`src/rtl/display_pkg.sv`:
```
// Shared definitions for the seven-segment display path: source select codes,
// active-low segment constants ({g,f,e,d,c,b,a}) and the BCD glyph table.
package display_pkg;

  typedef enum logic [1:0] {
    SEL_ENTRY  = 2'b00,
    SEL_S1     = 2'b01,
    SEL_S2     = 2'b10,
    SEL_RESULT = 2'b11
  } display_sel_e;

  localparam logic [6:0] SEG_BLANK = 7'h7F;
  localparam logic [6:0] SEG_DASH  = 7'h3F;

  // Entry n is the glyph for BCD digit n.
  localparam logic [9:0][6:0] SEG_GLYPHS = {
    7'h10, 7'h00, 7'h78, 7'h02, 7'h12,
    7'h19, 7'h30, 7'h24, 7'h79, 7'h40
  };

endpackage

```
`src/rtl/bcd_to_seg7.sv`:
```
// Combinational BCD nibble to active-low seven-segment decoder; A-F show a dash.
module bcd_to_seg7
  import display_pkg::*;
(
  input  logic [3:0] bcd,
  output logic [6:0] seg
);

  always_comb begin
    seg = SEG_DASH;
    if (bcd <= 4'd9) begin
      seg = SEG_GLYPHS[bcd];
    end
  end

endmodule

```
`src/rtl/seg7_scan_driver.sv`:
```
// Multiplexed common-anode seven-segment scan driver with per-frame source
// latching, leading-zero blanking and anti-ghosting blank time per digit.
module seg7_scan_driver
  import display_pkg::*;
#(
  parameter int unsigned NUM_DIGITS = 10,
  parameter int unsigned SCAN_DIV   = 50000,
  parameter int unsigned BLANK_CYC  = 2
) (
  input  logic                      clk,
  input  logic                      rst,
  input  logic [4*NUM_DIGITS-1:0]   in_val,
  input  logic [4*NUM_DIGITS-1:0]   S1,
  input  logic [4*NUM_DIGITS-1:0]   S2,
  input  logic [4*NUM_DIGITS-1:0]   result,
  input  logic [1:0]                display_sel,
  input  logic                      disp_en,
  output logic [NUM_DIGITS-1:0]     an,
  output logic [6:0]                seg
);

  localparam int unsigned VW = 4 * NUM_DIGITS;
  localparam int unsigned PW = (SCAN_DIV > 1) ? $clog2(SCAN_DIV) : 1;
  localparam int unsigned DW = (NUM_DIGITS > 1) ? $clog2(NUM_DIGITS) : 1;

  localparam logic [PW-1:0]         PCNT_LAST = PW'(SCAN_DIV - 1);
  localparam logic [DW-1:0]         DIDX_LAST = DW'(NUM_DIGITS - 1);
  localparam logic [PW:0]           BLANK_LIM = (PW + 1)'(BLANK_CYC);
  localparam logic [NUM_DIGITS-1:0] MASK_RST  = ~(NUM_DIGITS'(1));

  logic [PW-1:0]         pcnt_q, pcnt_d;
  logic [DW-1:0]         didx_q, didx_d;
  logic [VW-1:0]         frame_q, frame_d;
  logic [NUM_DIGITS-1:0] mask_q, mask_d;
  logic                  reload_q, reload_d;
  logic [NUM_DIGITS-1:0] an_q, an_d;
  logic [6:0]            seg_q, seg_d;

  logic [VW-1:0]         src_val;
  logic [NUM_DIGITS-1:0] src_mask;
  logic                  nz_seen;
  logic                  pcnt_wrap;
  logic                  frame_load;
  logic [3:0]            cur_nib;
  logic [6:0]            dec_seg;

  always_comb begin
    src_val = in_val;
    case (display_sel_e'(display_sel))
      SEL_ENTRY:  src_val = in_val;
      SEL_S1:     src_val = S1;
      SEL_S2:     src_val = S2;
      SEL_RESULT: src_val = result;
      default:    src_val = in_val;
    endcase
  end

  // Walk from the top digit down; a digit is blanked until a nonzero
  // (or invalid) nibble has been seen at or above it.
  always_comb begin
    nz_seen  = 1'b0;
    src_mask = '0;
    for (int unsigned i = NUM_DIGITS - 1; i >= 1; i--) begin
      nz_seen     = nz_seen | (src_val[4*i +: 4] != 4'd0);
      src_mask[i] = ~nz_seen;
    end
    src_mask[0] = 1'b0;
  end

  always_comb begin
    pcnt_wrap  = (pcnt_q == PCNT_LAST);
    frame_load = reload_q | (pcnt_wrap & (didx_q == DIDX_LAST));

    pcnt_d   = pcnt_wrap ? '0 : pcnt_q + 1'b1;
    didx_d   = didx_q;
    frame_d  = frame_q;
    mask_d   = mask_q;
    reload_d = reload_q;

    if (pcnt_wrap) begin
      didx_d = (didx_q == DIDX_LAST) ? '0 : didx_q + 1'b1;
    end

    if (frame_load) begin
      frame_d  = src_val;
      mask_d   = src_mask;
      reload_d = 1'b0;
    end
  end

  assign cur_nib = frame_q[4*didx_q +: 4];

  bcd_to_seg7 u_dec (
    .bcd (cur_nib),
    .seg (dec_seg)
  );

  always_comb begin
    an_d  = '1;
    seg_d = dec_seg;
    if (({1'b0, pcnt_q} >= BLANK_LIM) && disp_en && !mask_q[didx_q]) begin
      an_d[didx_q] = 1'b0;
    end
  end

  always_ff @(posedge clk or posedge rst) begin
    if (rst) begin
      pcnt_q   <= '0;
      didx_q   <= '0;
      frame_q  <= '0;
      mask_q   <= MASK_RST;
      reload_q <= 1'b1;
      an_q     <= '1;
      seg_q    <= SEG_BLANK;
    end else begin
      pcnt_q   <= pcnt_d;
      didx_q   <= didx_d;
      frame_q  <= frame_d;
      mask_q   <= mask_d;
      reload_q <= reload_d;
      an_q     <= an_d;
      seg_q    <= seg_d;
    end
  end

  assign an  = an_q;
  assign seg = seg_q;

endmodule
```
`config.mk`:
```
export PLATFORM = sky130hd
export DESIGN_NAME = seg7_scan_driver
export DESIGN_NICKNAME = d
export VERILOG_FILES = /design/src/rtl/display_pkg.sv /design/src/rtl/bcd_to_seg7.sv /design/src/rtl/seg7_scan_driver.sv
export SDC_FILE = /design/constraint.sdc
export NUM_CORES = 1
export LEC_CHECK = 0
export ABC_AREA = 1
export CAP_MARGIN = 0
export CORE_MARGIN = 2
export CORE_UTILIZATION = 50
export CTS_BUF_LIST = sky130_fd_sc_hd__clkbuf_2
export DETAILED_ROUTE_END_ITERATION = 12
export PLACE_DENSITY = 0.95
export REMOVE_ABC_BUFFERS = 1
export SLEW_MARGIN = 15
export SYNTH_ARGS = -nofsm -noshare
export SYNTH_HDL_FRONTEND = slang
export SYNTH_SLANG_ARGS = --single-unit
export TNS_END_PERCENT = 20
```
`constraint.sdc`:
```
create_clock -name clk -period 4.52 [get_ports clk]
set_input_delay 0.904 -clock clk [delete_from_list [all_inputs] [get_ports clk]]
set_output_delay 0.904 -clock clk [all_outputs]
set_load 0.005 [all_outputs]
```
Word-level counts from Yosys, hierarchy flattened --
Memory sizes are Yosys's and may differ from the RTL's. Index checks and enable logic that the tools add are counted.
Storage, ports and cells: bits in registers 87, latch bits 0, bits in writable memories 0, bits in read-only memories 112, output and inout port bits 17, memories 1
Operators by class: add/subtract/negate cells 2, multiply operators 0, div/mod/pow operators 0, magnitude comparators 5, equal/unequal tests 5, shifts and indexed selects 1, muxes and demuxes 10, bitwise logic cells 20, reduce and logical (&&, ||, !) cells 14
Memories:
- (no name shown) | words 16, bits a word 7, read ports 1, clocked after memory_dff 0, wr ports 0, line bcd_to_seg7.sv:12 | seg = SEG_GLYPHS[bcd];
Operator list (count):
- $pmux W40 S4 | 1
- $shiftx A40 B7 Y4 | 1
- $reduce_bool A4 Y1 | 9
- $add A16 B1 Y16 const B | 1
- $eq A16 B16 Y1 const B | 1
- $ge A16 B2 Y1 const B | 1
- $mux W16 | 1
- $mux W7 | 2
- $lt A4 B5 Y1 const B | 2
- $mux W10 | 1
- $not A10 Y10 | 1
- $not A1 Y1 | 9
- $or A1 B1 Y1 | 9
- $add A4 B1 Y4 const B | 1
- $bmux W1 S4 | 1
- $demux W1 S4 | 1
- $eq A2 B2 Y1 const B | 2
- $eq A4 B4 Y1 const B | 1
- $ge A4 B1 Y1 const B | 1
- $le A4 B4 Y1 const B | 1
- $mux W4 | 1
- $logic_and A1 B1 Y1 | 3
- $eq A2 B1 Y1 const B | 1
- $logic_not A2 Y1 | 1
- 3 further kinds | 4

Longest topological paths before layout --
word-level depth 12, gate-level depth with buffers 12, depth with buffers taken out 12

By module --
From an unflattened synthesis, not the netlist that was laid out.
Second synthesis, totals: cells, all modules 699, area, all modules 5092.4 um2
Modules (own cells, without submodules):
- seg7_scan_driver | times used 1, cells each 669, area each 4903.5 um2, sequential area each 2210.9 um2
- bcd_to_seg7 | times used 1, cells each 30, area each 188.9 um2, sequential area each 0.0 um2

Least setup slack after synthesis --
No wires, ideal clock.
path kind in2reg, start point input port display_sel[0], end point register mask_q[2], setup time 0.079 ns, arrival time 2.115 ns, required time 4.441 ns, slack 2.327 ns, stages 11, path through buf_4 > nor2_2 > buf_6 > inv_1 > o21ai_0 > nand2_1 > nor2_1 > nand4_1 > nor2_2 > nand3_1 > o21ai_0
On the way: cells in the longest elaborated chain, start to end 11
Ends and longest elaborated chain:
- start: declaration | line seg7_scan_driver.sv:16 | input logic [1:0] display_sel,
- $eq A2 B2 Y1 (tied with other cells) | line seg7_scan_driver.sv:49 | case (display_sel_e'(display_sel))
- $pmux W40 S4 * | line seg7_scan_driver.sv:49
- $reduce_bool A4 Y1 | line seg7_scan_driver.sv:64 | nz_seen = nz_seen | (src_val[4*i +: 4] != 4'd0);
- $or A1 B1 Y1 (6 in a row) | line seg7_scan_driver.sv:64
- $or A1 B1 Y1 * | line seg7_scan_driver.sv:64
- $not A1 Y1 * | line seg7_scan_driver.sv:65 | src_mask[i] = ~nz_seen;
- end signal: assignment | line seg7_scan_driver.sv:119 | mask_q <= mask_d;
- end: declaration | line seg7_scan_driver.sv:34 | logic [NUM_DIGITS-1:0] mask_q, mask_d;
Every way passes the cells marked *; elsewhere a longest branch is shown, timed or not. A chain may end at the register's enable or synchronous reset.

Final worst setup path --
Same ends and word-level chain as after synthesis.

==> run_results.csv <==
group,metric,value,unit
placed_design,preCtsSetupSlack,1022,ps
critical_path,path_cells,"clkdlybuf4s50_1, inv_1, nor2_2, buf_4, nand2_1, nand4_1, nor4_1, nand3_1, o21ai_0",
critical_path,max_stage_delay,640,ps
logic_synthesis,synth_seq_cells,87,
floorplan,core,9729,um2
critical_path,path_depth,9,
timing,final_max_slew_viol_count,0,
placed_design,numPortBuffers,181,
floorplan,fp.dieW,104.1,um
worst_hold_path,hold_path_class,"reg -> reg",
clock_tree,hold_buffers,0,
floorplan,num_rows,36,
finish,drive_gt1_share,8.431,%
clock_tree,path_clk_slew,280,ps
critical_path,critPathCaptureType,"register",
worst_hold_path,hold_path_depth,2,
timing,rsz0062_at_grt,"false",
critical_path,cp_top_family,"buffers and inverters",
global_route,grt_pass1_wl,23.16,mm
floorplan,initial_core_util,51.45,%
power_and_ir_drop,ir_drop,0.1302,mV
clock_tree,numCtsBuffers,9,
route,vias_per_cell,5.289,
floorplan,die-area,10830,um2
route,routed_wl,13.92,mm
critical_path,slowest_stage,"nor4_1",
clock_tree,cts_max_level,3,
placed_design,dp_hpwl,11.02,mm
finish,utilization,71.73,%
timing,tns,0,ps
critical_path,crit_fanout,17,
logic_synthesis,ys_types,41,
critical_path,cp-start-kind,"input port",
critical_path,critPathRequiredTime,5040,ps
logic_synthesis,yosys_warnings,0,
critical_path,critPathKind,"in -> reg",
global_route,grt_util_all_layers,26.25,%
timing,slew_headroom,38.90,%
power_and_ir_drop,leakage,3.085,nW
clock_tree,clock_sinks,87,
clock_tree,cts-root-buf,"clkbuf_2",
placed_design,gp_congestion,0.8965,
critical_path,reg2reg_depth,9,
route,drtPass1Iterations,5,
timing,clock.fmax,339.6,MHz
logic_synthesis,mappedNetlistArea,5006,um2
timing,finalHoldViolCount,0,
timing,worst-slew-pin-transition,916.6,ps
clock_tree,cts_resized,0,
finish,fillers,784,
timing,final-setup-viol-count,0,
floorplan,die_h,104.1,um
route,drc,0,
floorplan,ios,182,
timing,skew,29.35,ps
finish,num-nets-final,1021,
status,status,"finished clean",
route,drt_iter0_drc,337,
clock_tree,post_cts_buffers,0,
global_route,overflow,0,
timing,period_share,65.15,%
run,drv_cap,0,
clock_tree,cts_tree,"done",
placed_design,place_area,6872,um2
route,vias,5220,
timing,finalCriticalPeriod,2945,ps
logic_synthesis,synth_area_per_cell,7.373,um2
global_route,grt_max_degree,56,
logic_synthesis,seq_area_frac_synth,44.16,%
finish,diodes,0,
global_route,first_global_vias,5189,
timing,setup_slack,1575,ps
global_route,antenna_found_initial,0,
clock_tree,worstSkewPairLatency,590,ps
critical_path,critPathBufInv,3,
logic_synthesis,syn_inst,679,
power_and_ir_drop,power_density,238.5,nW/um2
route,ant_nets,0,
finish,fin_area,6979,um2
finish,syn_to_final_growth,39.42,%
route,wl_per_cell,14.10,um
critical_path,crit_arrival,3460,ps
clock_tree,clockBufferDepth,2,
-- flip-flops by register name (all words and copies together), names as in the netlist --
| signal | cells |
|---|---|
| an | 10 |
| didx_q | 4 |
| frame_q | 40 |
| mask_q | 9 |
| pcnt_q | 16 |
| reload_q | 1 |
| seg | 7 |
-- layer usage --
layer	vias to the layer above	track usage [%]	wire length [um]
met5	-	0	0
met4	0	7.625	244
met3	24	6.328	901
met2	210	48.17	7272
met1	2407	30.30	5502
li1	2579	-	-
-- cells in the final DEF (no fill, tap or decap), types with 2 or more instances in the layout --
cell               n
nand3_2            2
inv_6              4
inv_1             52
nand4_1           25
xnor2_1            2
o22ai_1            8
dfstp_2           27
nand2_1          243
o21ai_0           52
xor2_1             5
buf_4              5
inv_2              7
a21oi_1           21
clkdlybuf4s50_1  181
nor2_1            43
nor4_1             6
ha_1               7
nor3_1             5
clkbuf_2           9
nand3_1           47
nor2_2             6
dfrtp_1           60
a22oi_1           11
a221oi_1           5
nand2_2            2
-- final timing paths --
| kind | to | slack, ps | startpoint |
|---|---|---|---|
| worst max-delay path | mask_q[2] | 1580 | display_sel[0] |
| worst min-delay path | mask_q[5] | 500 | mask_q[5] |
| worst max register to register | frame_q[27] | 1660 | didx_q[1] |
| worst min register to register | mask_q[5] | 500 | mask_q[5] |
| max in group asynchronous | an[6] | 2800 | rst |
| min in group asynchronous | frame_q[28] | 770 | rst |
-- worst register-to-register path, stage by stage (launching register included) --
cell and delay [ps]:
dfrtp_1 490, nor2_2 460, inv_2 150, nor2_4 210, nand3_1 120, nand2_2 440, inv_1 350, buf_4 350
nand2_1 120, o21ai_0 110
-- synth_stat cells, drive strengths merged --
master  number  area (um2)
nand2      245       924.6
dfrtp       60        1501
inv         60       225.2
o21ai       54       274.0
nor2        50       210.2
nand3       49       255.3
dfstp       27       709.4
nand4       25       156.4
a21oi       21       105.1
buf         18       117.6
a22oi       11       82.58
clkbuf       9       33.78
o22ai        8       50.05
ha           7       87.58
nor4         7       58.81
nor3         6       35.03
a221oi       5       43.79
xor2         5       43.79
xnor2        2       17.52
a31o         1       8.760
a31oi        1       6.260
a32oi        1       8.760
conb         1       3.750
nor3b        1       7.510
o211ai       1       7.510
o221ai       1       8.760
o31ai        1       7.510
o32ai        1       8.760
or2          1       6.260
-- logic make-up (layout without fill, tap and decap cells) --
family	after synthesis	count (layout)	share of synthesized area, %
compound gates	106	106	12.22
xor+xnor	7	7	1.225
fa+ha+maj	7	7	1.749
buf+inv	87	262	7.523
flops	87	87	44.16
other cells	1	1	0.07491
simple gates	384	384	33.04
-- final cells by class --
class                   instances  area, um2  share of cell area (%)
inverters                      60      226.5                   3.245
clock buffers                   9      45.04                  0.6454
multi-input cells             505       2419                   34.65
flip-flops and latches         87       2211                   31.68
well taps                     133      166.4                   2.384
clock inverters                 7      62.56                  0.8964
repair buffers                186       1849                   26.50
-- stage by stage --
step,power (W),cells,hold WS [ps]
floorplan,0.001054,652,442.1
global placement,0.001279,971,455.9
detailed placement,0.001294,971,459.9
CTS,0.001668,987,498.4
global route,0.001751,987,509.4
finish,0.001664,987,502.7
-- power by group --
group	switching (W)	leakage (nW)	internal [W]	total (W)
clock network	0.000298	0.0658	0.0000861	0.000384
registers	0.0000269	1.04	0.000851	0.000878
logic	0.000184	1.98	0.000219	0.000403
(Power assumes the default switching activity.)
